<file path="src/rtl/sub_serial_pkg.sv">
// sub_serial_pkg: shared types and constants for the bit-serial subtractor.
//   state_t        - 3-bit control state, including the decoy states D0..D3
//   DEF_A_MASK/B   - default load-time scramble masks for the operands
//   KEY_* indices  - operand bit positions sampled as key bits by the FSM
package sub_serial_pkg;

  typedef enum logic [2:0] {
    ST_IDLE    = 3'd0,
    ST_SUB     = 3'd1,
    ST_DONE    = 3'd2,
    ST_D0      = 3'd3,
    ST_D1      = 3'd4,
    ST_D2      = 3'd5,
    ST_D3      = 3'd6,
    ST_ILLEGAL = 3'd7
  } state_t;

  localparam logic [7:0] DEF_A_MASK = 8'h28;
  localparam logic [7:0] DEF_B_MASK = 8'h1F;

  // Key bit positions on the a/b ports.
  localparam int KEY_A_DECOY = 7;  // IDLE: decoy entry into SUB
  localparam int KEY_A_ABORT = 4;  // SUB: abort to IDLE
  localparam int KEY_A_REENT = 2;  // DONE: re-enter SUB without reload
  localparam int KEY_A_D1    = 1;  // D1/D3: must be 0 to reach DONE / IDLE
  localparam int KEY_B_D0    = 0;  // D0: must be 1 to start subtraction
  localparam int KEY_B_D2    = 2;  // D2: selects IDLE vs D0

endpackage

</file>
<file path="src/rtl/serial_sub_bit.sv">
// serial_sub_bit: one-bit full subtractor used by the serial datapath.
//   a, b  - minuend / subtrahend bit
//   bin   - incoming borrow
//   diff  - difference bit
//   bout  - outgoing borrow
module serial_sub_bit (
  input  logic a,
  input  logic b,
  input  logic bin,
  output logic diff,
  output logic bout
);

  assign diff = a ^ b ^ bin;
  assign bout = (~a & b) | (~a & bin) | (b & bin);

endmodule

</file>
<file path="src/rtl/sub_serial.sv">
// sub_serial: bit-serial subtractor (a_reg - b_reg, LSB first) behind a
// key-gated control FSM with decoy states.
//   clk    - clock, rising edge
//   rst    - synchronous active-high reset
//   en     - start request (inverted when EN_INV = 1)
//   a, b   - operands at load time, key bits afterwards
//   out    - difference shift register
//   borrow - final borrow, 1 when the loaded minuend < subtrahend
//   done   - high while in DONE
module sub_serial
  import sub_serial_pkg::*;
#(
  parameter int               WIDTH  = 8,
  parameter logic [WIDTH-1:0] A_MASK = DEF_A_MASK,
  parameter logic [WIDTH-1:0] B_MASK = DEF_B_MASK,
  parameter bit               EN_INV = 1'b1
) (
  input  logic             clk,
  input  logic             rst,
  input  logic             en,
  input  logic [WIDTH-1:0] a,
  input  logic [WIDTH-1:0] b,
  output logic [WIDTH-1:0] out,
  output logic             borrow,
  output logic             done
);

  localparam int CW = $clog2(WIDTH);
  localparam logic [CW-1:0] LAST_CNT = CW'(WIDTH - 1);

  state_t           state_reg;
  state_t           state_next;
  logic [WIDTH-1:0] a_reg;
  logic [WIDTH-1:0] b_reg;
  logic [WIDTH-1:0] out_reg;
  logic             borrow_reg;
  logic [CW-1:0]    count_reg;

  logic             en_s;
  logic             load;
  logic             diff_bit;
  logic             borrow_next;

  assign en_s = EN_INV ? ~en : en;

  // Operands are (re)loaded only from IDLE or the unreachable decoy D2.
  assign load = en_s && ((state_reg == ST_IDLE) || (state_reg == ST_D2));

  serial_sub_bit u_bit (
    .a    (a_reg[0]),
    .b    (b_reg[0]),
    .bin  (borrow_reg),
    .diff (diff_bit),
    .bout (borrow_next)
  );

  // State register.
  always_ff @(posedge clk) begin
    if (rst) begin
      state_reg <= ST_IDLE;
    end else begin
      state_reg <= state_next;
    end
  end

  // Next-state logic. Transitions inside each state are in priority order.
  always_comb begin
    state_next = state_reg;
    case (state_reg)
      ST_IDLE: begin
        if (en_s)                  state_next = ST_D0;
        else if (a[KEY_A_DECOY])   state_next = ST_SUB;  // decoy entry, no load
      end
      ST_D0: begin
        state_next = b[KEY_B_D0] ? ST_SUB : ST_IDLE;
      end
      ST_SUB: begin
        if (count_reg == LAST_CNT) state_next = ST_D1;
        else if (a[KEY_A_ABORT])   state_next = ST_IDLE;  // partial result held
      end
      ST_D1: begin
        state_next = a[KEY_A_D1] ? ST_IDLE : ST_DONE;
      end
      ST_DONE: begin
        if (en_s) state_next = a[KEY_A_REENT] ? ST_SUB : ST_IDLE;
      end
      ST_D2: begin
        state_next = b[KEY_B_D2] ? ST_IDLE : ST_D0;
      end
      ST_D3: begin
        state_next = a[KEY_A_D1] ? ST_D1 : ST_IDLE;
      end
      default: begin
        state_next = ST_IDLE;
      end
    endcase
  end

  // Datapath: load, or one shift/subtract step per SUB cycle, else hold.
  always_ff @(posedge clk) begin
    if (rst) begin
      a_reg      <= '0;
      b_reg      <= '0;
      out_reg    <= '0;
      borrow_reg <= 1'b0;
      count_reg  <= '0;
    end else if (load) begin
      a_reg      <= a ^ A_MASK;
      b_reg      <= b ^ B_MASK;
      out_reg    <= '0;
      borrow_reg <= 1'b0;
      count_reg  <= '0;
    end else if (state_reg == ST_SUB) begin
      a_reg      <= a_reg >> 1;
      b_reg      <= b_reg >> 1;
      out_reg    <= {diff_bit, out_reg[WIDTH-1:1]};
      borrow_reg <= borrow_next;
      count_reg  <= count_reg + CW'(1);  // wraps to 0 on the last SUB cycle
    end
  end

  assign out    = out_reg;
  assign borrow = borrow_reg;
  assign done   = (state_reg == ST_DONE);

endmodule

</file>
<file path="config.mk">
export PLATFORM = sky130hd
export DESIGN_NAME = sub_serial
export DESIGN_NICKNAME = d
export VERILOG_FILES = /design/src/rtl/sub_serial_pkg.sv /design/src/rtl/serial_sub_bit.sv /design/src/rtl/sub_serial.sv
export SDC_FILE = /design/constraint.sdc
export NUM_CORES = 1
export LEC_CHECK = 0
export ABC_AREA = 1
export CORE_MARGIN = 2
export CORE_UTILIZATION = 63
export CTS_BUF_LIST = sky130_fd_sc_hd__clkbuf_8
export CTS_CLUSTER_SIZE = 25
export DETAILED_ROUTE_END_ITERATION = 7
export DONT_BUFFER_PORTS = 1
export PLACE_DENSITY = 0.89
export SKIP_CTS_REPAIR_TIMING = 1
export SLEW_MARGIN = 30
export SYNTH_ARGS = -nofsm -noshare
export SYNTH_HDL_FRONTEND = slang
export SYNTH_SLANG_ARGS = --single-unit
</file>
<file path="constraint.sdc">
create_clock -name clk -period 1.4 [get_ports clk]
set_input_delay 0.35 -clock clk [delete_from_list [all_inputs] [get_ports clk]]
set_output_delay 0.35 -clock clk [all_outputs]
set_load 0.01 [all_outputs]
</file>
==> After elaboration in Yosys (flattened, before gate mapping) <==
Index checks and enable logic that the tools add are counted.
{ "word_totals": {"reg_bits": 31, "in_bits": 19, "out_inout_bits": 10, "wordCells": 49} }
{ "op_classes": {"addsub": 1, "eq_ne": 10, "muxes": 15, "n_bitwise": 11, "reduce_logical": 6} }
{ "ops": {"columns": ["cell", "count"], "rows": [
  ["$mux W8", 4],
  ["$pmux W3 S7", 1],
  ["$mux W3", 6],
  ["$eq A3 B3 Y1 const B", 4],
  ["$eq A3 B2 Y1 const B", 2],
  ["$ne A3 B3 Y1 const B", 2],
  ["$not A5 Y5", 1],
  ["$mux W2", 2],
  ["$add A3 B1 Y3 const B", 1],
  ["$and A1 B1 Y1", 3],
  ["$eq A3 B1 Y1 const B", 1],
  ["$logic_not A3 Y1", 1],
  ["$reduce_and A3 Y1", 1],
  ["$mux W1", 2],
  ["$ne A2 B2 Y1 const B", 1],
  ["$not A1 Y1", 2],
  ["$not A2 Y2", 1],
  ["$or A1 B1 Y1", 2],
  ["$reduce_bool A2 Y1", 1],
  ["$reduce_or A2 Y1", 1],
  ["$xor A1 B1 Y1", 2],
  ["$logic_and A1 B1 Y1", 1],
  ["$logic_or A1 B1 Y1", 1]
]} }

==> Depth between registers and ports, before layout <==
Gate-level depths: netlist of run 1.
{ "logic_depth": {"word_depth": 4, "mapped_depth": 9} }

==> Cells and area by module <==
Synthesis of run 1 repeated with hierarchy kept, for this count alone.
{ "hier_totals": {"hier_cells": 228, "area_unflattened_um2": 1609.0} }
{ "modules_own_cells": {"columns": ["mod", "instances", "cells_per_inst", "area_per_inst_um2"], "rows": [
  ["sub_serial", 1, 225, 1581.5],
  ["serial_sub_bit", 1, 3, 27.5]
]} }

==> Worst setup path before layout of run 1 <==
OpenSTA, ideal clock, no wires.
{ "synth_path": {"path_kind": "reg2reg", "startpoint": "register state_reg[0]", "endpoint": "register b_reg[1]", "arrival_time_ns": 1.155, "path_slack_ns": 0.107, "path_stages_with_launch": 9, "path_buffers": 2, "synth_period_minus_slack_ns": 1.293, "path_cell_list": "dfxtp_1 buf_4 inv_1 nor2_2 nand3_1 clkbuf_1 nand3_1 nand2_1 a21oi_2"} }
{ "synth_between": {"elab_chain_len": 4, "elab_cells_between_ends": 7} }
{ "synth_lines": {"columns": ["element", "line_no", "text"], "rows": [
  ["start: declaration", "sub_serial.sv:31", "state_t state_reg;"],
  ["start signal: assignment", "sub_serial.sv:62", "state_reg <= state_next;"],
  ["$eq A3 B3 Y1 or $logic_not A3 Y1 (tied branches)", "sub_serial.sv:47", "assign load = en_s && ((state_reg == ST_IDLE) || (state_reg == ST_D2));"],
  ["$logic_or A1 B1 Y1", "sub_serial.sv:47", null],
  ["$logic_and A1 B1 Y1", "sub_serial.sv:47", null],
  ["$mux W8 or $reduce_bool A2 Y1 (tied branches)", null, null],
  ["end signal: assignment", "sub_serial.sv:109", "b_reg <= b ^ B_MASK;"],
  ["end signal: assignment", "sub_serial.sv:115", "b_reg <= b_reg >> 1;"],
  ["end: declaration", "sub_serial.sv:34", "logic [WIDTH-1:0] b_reg;"]
]} }
Parallel ways exist; a longest one is shown, timed or not.
A chain may end at the register's enable or synchronous reset.

==> Worst setup path in the final report of run 1 <==
{ "layout_path": {"startpoint": "register state_reg[1]", "endpoint": "output done"} }
{ "layout_between": {"elab_chain_len": 1} }
{ "layout_lines": {"columns": ["element", "line_no", "text"], "rows": [
  ["$eq A3 B2 Y1", "sub_serial.sv:124", "assign done = (state_reg == ST_DONE);"],
  ["end: declaration", "sub_serial.sv:25", "output logic done"]
]} }
Every way passes these cells.

==> results.md, run 1 <==
- Cell Area, Synth: 1730 um2
- Initial core utilization: 0.678
- Grt ovf: 0
- Clock Skews: 7.09 ps
- # rows: 18
- Minimum clock period: 1400 ps
- FILL cells: 168
- Violated checks: negative setup slack
- Hpwl dp: 2640 um
- Die Ht: 56.3 um
- Ports: 29
- Initial antenna violation count: 0
- Total track usage: 0.264
- Die X: 56.3 um
- Average size of a mapped cell: 7.74 um2
- VDD IR max: 0.00111 V
- Avg WL per Cell: 15.5 um
- RSZ-0062 raised after global routing: true
- Hold crit path type: in -> reg
- Clock buffer count from CTS: 5
- CTS tree: done
- Drt pass-1 iters: 5
- Synth cell types: 29
- FF/Latch Area: 627 um2
- Rel. slew slack: 0.828
- Reg clk slew, reported paths: 70 ps
- Reg2reg start: state_reg[1]$_SDFFE_PP0P_
- Hold Fails Final Rpt: 0
- # diodes: 0
- Global-route wire length before repair: 6450 um
- Pwr dens: 1200 nW/um2
- CTS Sinks: 31
- Post-route ant nets: 0
- CP Data Required Time: 1050 ps
- Post-layout net count: 261
- Syn-to-layout area delta: 16.2%
- Drc violations: 0
- CP startpoint: state_reg[1]$_SDFFE_PP0P_
- Sequential fraction of the synthesis area: 0.360
- Max Cap Viol: 0
- Setup WS post-layout: -3.99 ps
- Crit path max fanout: 4
- Port bufs: 0
- Syn Inst Count: 223
- LEAKAGE: 0.000816 uW
- Mapped Nets: 245
- Layout cell share with drive strength beyond 1: 0.292
- 1st-iter DRT viols: 102
- Die area: 3170 um2
- CP Launch Type: flop
- Crit. End Element: output pin
- Multi-input logic area: 965 um2
- Synth warn: 0
- HP Start: rst
- # H-tree levels: 2
- Final period util: 1.00
- Largest net degree at the start of global routing: 30
- Worst-skew pair later-pin latency: 290 ps
- Total wire length: 4190 um
- Clk Tree Root Cell: clkbuf_8
- Status: finished with violations
- Worst-Margin Slew: 258 ps
- Final design utilization: 0.788
- Routed vias: 1611
- Placer Congestion: 0.912
- Avg Vias per Cell: 5.97
- Seq cells post-synth: 31
- Endpoints failing setup: 1
- Vias in the first global route: 1428
- Slew Viols, Final: 0
- Arrival time worst endpoint: 1050 ps
- CP Class: reg -> out
- Pre-CTS setup slack: -50.2 ps
- CTS Buffer Depth: 2
- Fmax: 712 MHz
- Core Box Area: 2540 um2
critical path, cell delays in order (launching register included):
cell	delay, ps
dfxtp_4	380
inv_4	50
nor3_4	200
buf_6	130
final timing paths:
check                                              to  slack (ps)  cells after the start
worst max-delay path                             done          -4                      3
worst min-delay path            b_reg[6]$_SDFFE_PP0P_         110                      1
worst max register to register  b_reg[5]$_SDFFE_PP0P_          50                      8
worst min register to register  a_reg[7]$_SDFFE_PP0P_         470                      2
cell usage in the layout (no fill, tap or decap), types with 2 or more instances in the layout:
cell type  count
nand2_4        3
dfxtp_2        2
inv_4          2
dfxtp_1       28
nand4_1       12
ha_1           2
nand3_2       11
nor3_4         2
a21oi_1        9
a21oi_2       15
nor2_1        14
buf_12         4
inv_1         13
nand3b_1       2
buf_4         19
nand3_1       32
nand2_1       53
clkbuf_8       5
cells in the mapped netlist, drive strengths merged:
cell type,n,area (um2)
xor2,1,8.76
a22oi,1,7.51
nand3,43,260
dfxtp,31,621
a21oi,24,176
clkinv,1,3.75
nor3,3,31.3
buf,10,87.6
or2,1,6.26
nand3b,2,15.0
nand4,12,75.1
inv,13,51.3
clkbuf,5,18.8
nand2,57,253
ha,2,25.0
fa,1,20.0
nor2,16,65.1
per-stage QoR:
stage	hold slack, ps	std cells	area, um2	power [uW]	TNS (ps)
floorplan	419	223	1730	1520	0
global placement	414	252	1810	1650	0
detailed placement	415	252	1810	1670	-63.5
CTS	112	260	1890	2320	-441
global route	102	270	2010	2540	-113
finish	115	270	2010	2410	-3.99
metal layers:
layer  track usage  vias to the layer above  routed length [um]
met5             0                        -                   0
met4         0.133                        0                  71
met3        0.0968                       14                 444
met2         0.376                       86                2020
met1         0.348                      735                1650
li1              -                      776                   -
area by class of cell:
cell class | instances | share of cell area
sequential | 31 | 0.313
multi-input combinational | 163 | 0.481
timing repair buffer | 24 | 0.117
clock buffer | 5 | 0.0343
tap | 30 | 0.0187
clock inverter | 3 | 0.00624
inverter | 14 | 0.0306
where the power goes:
part	total [uW]	internal (uW)	switching [uW]
sequential	1020	962	55.7
clock	660	333	326
combinational	729	310	419
total	2410	1610	801
cell families after synthesis:
kind of cell / share of synthesized area
buf+inv: 0.0935
simple gates: 0.409
flops: 0.360
compound gates: 0.107
fa+ha+maj: 0.0261
xor+xnor: 0.00508
No activity file was read; power rests on OpenSTA's default activity.
==> run 2, diff against run 1 <==
--- a/constraint.sdc
+++ b/constraint.sdc
@@ -3,2 +3,2 @@
 set_output_delay 0.35 -clock clk [all_outputs]
-set_load 0.01 [all_outputs]
+set_load 0.02 [all_outputs]
==> run 2 against run 1 <==
Against the previous run: the flow still finishes with violations (negative setup slack); fmax is 1.3% lower; routed wire length up 0.53%; power is 0.64% higher; utilization up 0.39 points; register-to-register slack about the same; sequential power hardly changed; critical path depth unchanged; sequential cell count is the same; critical endpoint unchanged; worst setup slack got worse by 18 ps.
==> results.md, run 2 (synthesis gave the netlist of run 1 again) <==
- Status: finished with violations (unchanged)
- Violated checks: negative setup slack (unchanged)
- Sum Neg Setup Slack: -22.0 ps (was -3.99 ps)
- Rel. slew slack: 0.818 (was 0.828)
- Initial antenna violation count: 0 (unchanged)
- Hold Fails Final Rpt: 0 (unchanged)
- CP Launch Type: flop (unchanged)
- Logic pwr share: 0.306 (was 0.303)
- Sw Share: 0.335 (was 0.333)
- Reg-to-reg slack, setup: 60 ps (was 50 ps)
- Avg WL per Cell: 15.5 um (about the same)
- Drc violations: 0 (unchanged)
- Total wire length: 4210 um (was 4190 um)
- Vias in the first global route: 1428 (unchanged)
- Clock buffer count from CTS: 5 (unchanged)
- Die area: 3170 um2 (unchanged)
- Total track usage: 0.264 (unchanged)
- Seq pwr share: 0.421 (was 0.423)
- Clock Skews: 8.34 ps (was 7.09 ps)
- Switching Power: 811 uW (was 801 uW)
- Reg clk slew, reported paths: 70 ps (about the same)
- Die Ht: 56.3 um (unchanged)
- Syn-to-layout area delta: 16.8% (was 16.2%)
- Port bufs: 0 (unchanged)
- Hpwl dp: 2640 um (unchanged)
- # rows: 18 (unchanged)
- Drt pass-1 iters: 4 (was 5)
- Layout cell share with drive strength beyond 1: 0.295 (was 0.292)
- Fmax: 703 MHz (was 712 MHz)
- Slew Viols, Final: 0 (unchanged)
- CTS Buffer Depth: 2 (unchanged)
- RSZ-0062 raised after global routing: true (unchanged)
- Worst-Margin Slew: 272 ps (was 258 ps)
- Multi-input logic area: 970 um2 (was 965 um2)
- Worst-skew pair later-pin latency: 290 ps (about the same)
- FILL cells: 166 (was 168)
- Arrival time worst endpoint: 1070 ps (was 1050 ps)
- 1st-iter DRT viols: 133 (was 102)
- Max Cap Viol: 0 (unchanged)
- Minimum clock period: 1420 ps (was 1400 ps)
- Internal power: 1610 uW (about the same)
- # H-tree levels: 2 (unchanged)
- Routed vias: 1601 (was 1611)
- CTS tree: done (unchanged)
- Initial core utilization: 0.678 (unchanged)
- Final period util: 1.02 (was 1.00)
- Commonest non-fill, non-tap cells in the layout: nand2_1 (53), nand3_1 (32), dfxtp_1 (28), buf_4 (20), a21oi_2 (15) (was nand2_1 (53), nand3_1 (32), dfxtp_1 (28), buf_4 (19), a21oi_2 (15))
- Hold crit path type: in -> reg (unchanged)
- Most common cell after layout, fill and taps aside: nand2_1 (unchanged)
- Pwr dens: 1200 nW/um2 (about the same)
- CP Class: reg -> out (unchanged)
- CTS Sinks: 31 (unchanged)
- Die X: 56.3 um (unchanged)
- Crit. End Element: output pin (unchanged)
- Placer Congestion: 0.912 (unchanged)
- Endpoints failing setup: 1 (unchanged)
- Clk Tree Root Cell: clkbuf_8 (unchanged)
- Post-layout net count: 262 (was 261)
- VDD IR max: 0.00111 V (about the same)
- Post-route ant nets: 0 (unchanged)
- # diodes: 0 (unchanged)
- FF/Latch Area: 627 um2 (unchanged)
- Setup WS post-layout: -22.0 ps (was -3.99 ps)
- CP Data Required Time: 1050 ps (about the same)
- Grt ovf: 0 (unchanged)
- Ports: 29 (unchanged)
- Crit path max fanout: 4 (unchanged)
- LEAKAGE: 0.000821 uW (was 0.000816 uW)
- Clock power frac: 0.273 (was 0.274)
- Final design utilization: 0.792 (was 0.788)
- Avg Vias per Cell: 5.91 (was 5.97)
- Global-route wire length before repair: 6450 um (unchanged)
- Core Box Area: 2540 um2 (unchanged)
- Pwr Total: 2420 uW (was 2410 uW)
- Largest net degree at the start of global routing: 30 (unchanged)
run 2: cell types whose count changed in the layout (fill, tap and decap cells not counted), sizes merged:
| cell | previous run | this run |
|---|---|---|
| buf | 24 | 25 |
run 2: final cells by class:
class	count	area share
multi-input combinational	163	0.481
sequential	31	0.311
timing repair buffer	25	0.120
clock buffer	5	0.0341
inverter	14	0.0292
tap	30	0.0186
clock inverter	3	0.00621
run 2: power by group through the flow:
stage,logic (uW),registers [uW],clock network [uW]
floorplan,499,1020,0
global placement,622,1030,0
detailed placement,635,1040,0
CTS,641,1020,667
global route,801,1030,723
finish,741,1020,662
run 2: worst paths after layout:
check / startpoint / to / cells after the start
hold / removal: rst / b_reg[6]$_SDFFE_PP0P_ / 1
setup reg to reg: state_reg[1]$_SDFFE_PP0P_ / b_reg[2]$_SDFFE_PP0P_ / 8
setup / recovery: state_reg[1]$_SDFFE_PP0P_ / done / 3
hold reg to reg: a_reg[7]$_SDFFE_PP0P_ / a_reg[7]$_SDFFE_PP0P_ / 2
run 2: stage by stage:
| stage | worst slack, ps | hold slack (ps) | cell area (um2) | std cells |
|---|---|---|---|---|
| 3_3_place_gp | 17.1 | 414 | 1810 | 252 |
| 6_report | -22.0 | 114 | 2020 | 271 |
| 3_5_place_dp | -50.2 | 415 | 1810 | 252 |
| 2_1_floorplan | 106 | 419 | 1730 | 223 |
| 5_1_grt | -51.5 | 102 | 2020 | 271 |
| 4_1_cts | -135 | 112 | 1890 | 260 |
run 2: critical path, stage by stage (launching register included):
cell and delay, ps:
dfxtp_4 370, inv_2 60, nor3_4 210, buf_6 150
run 2: metal layers:
layer / vias to the layer above / part of all wire / GRT usage
li1: 775 / - / -
met1: 741 / 0.41 / 0.348
met2: 76 / 0.48 / 0.376
met3: 9 / 0.10 / 0.0968
met4: 0 / 0.015 / 0.133
met5: - / 0 / 0
==> run 3, diff against run 2 <==
- TNS_END_PERCENT: default -> 100
==> results of run 3 <==
Same layout as run 2: the final DEF is identical, and so are final timing and power.
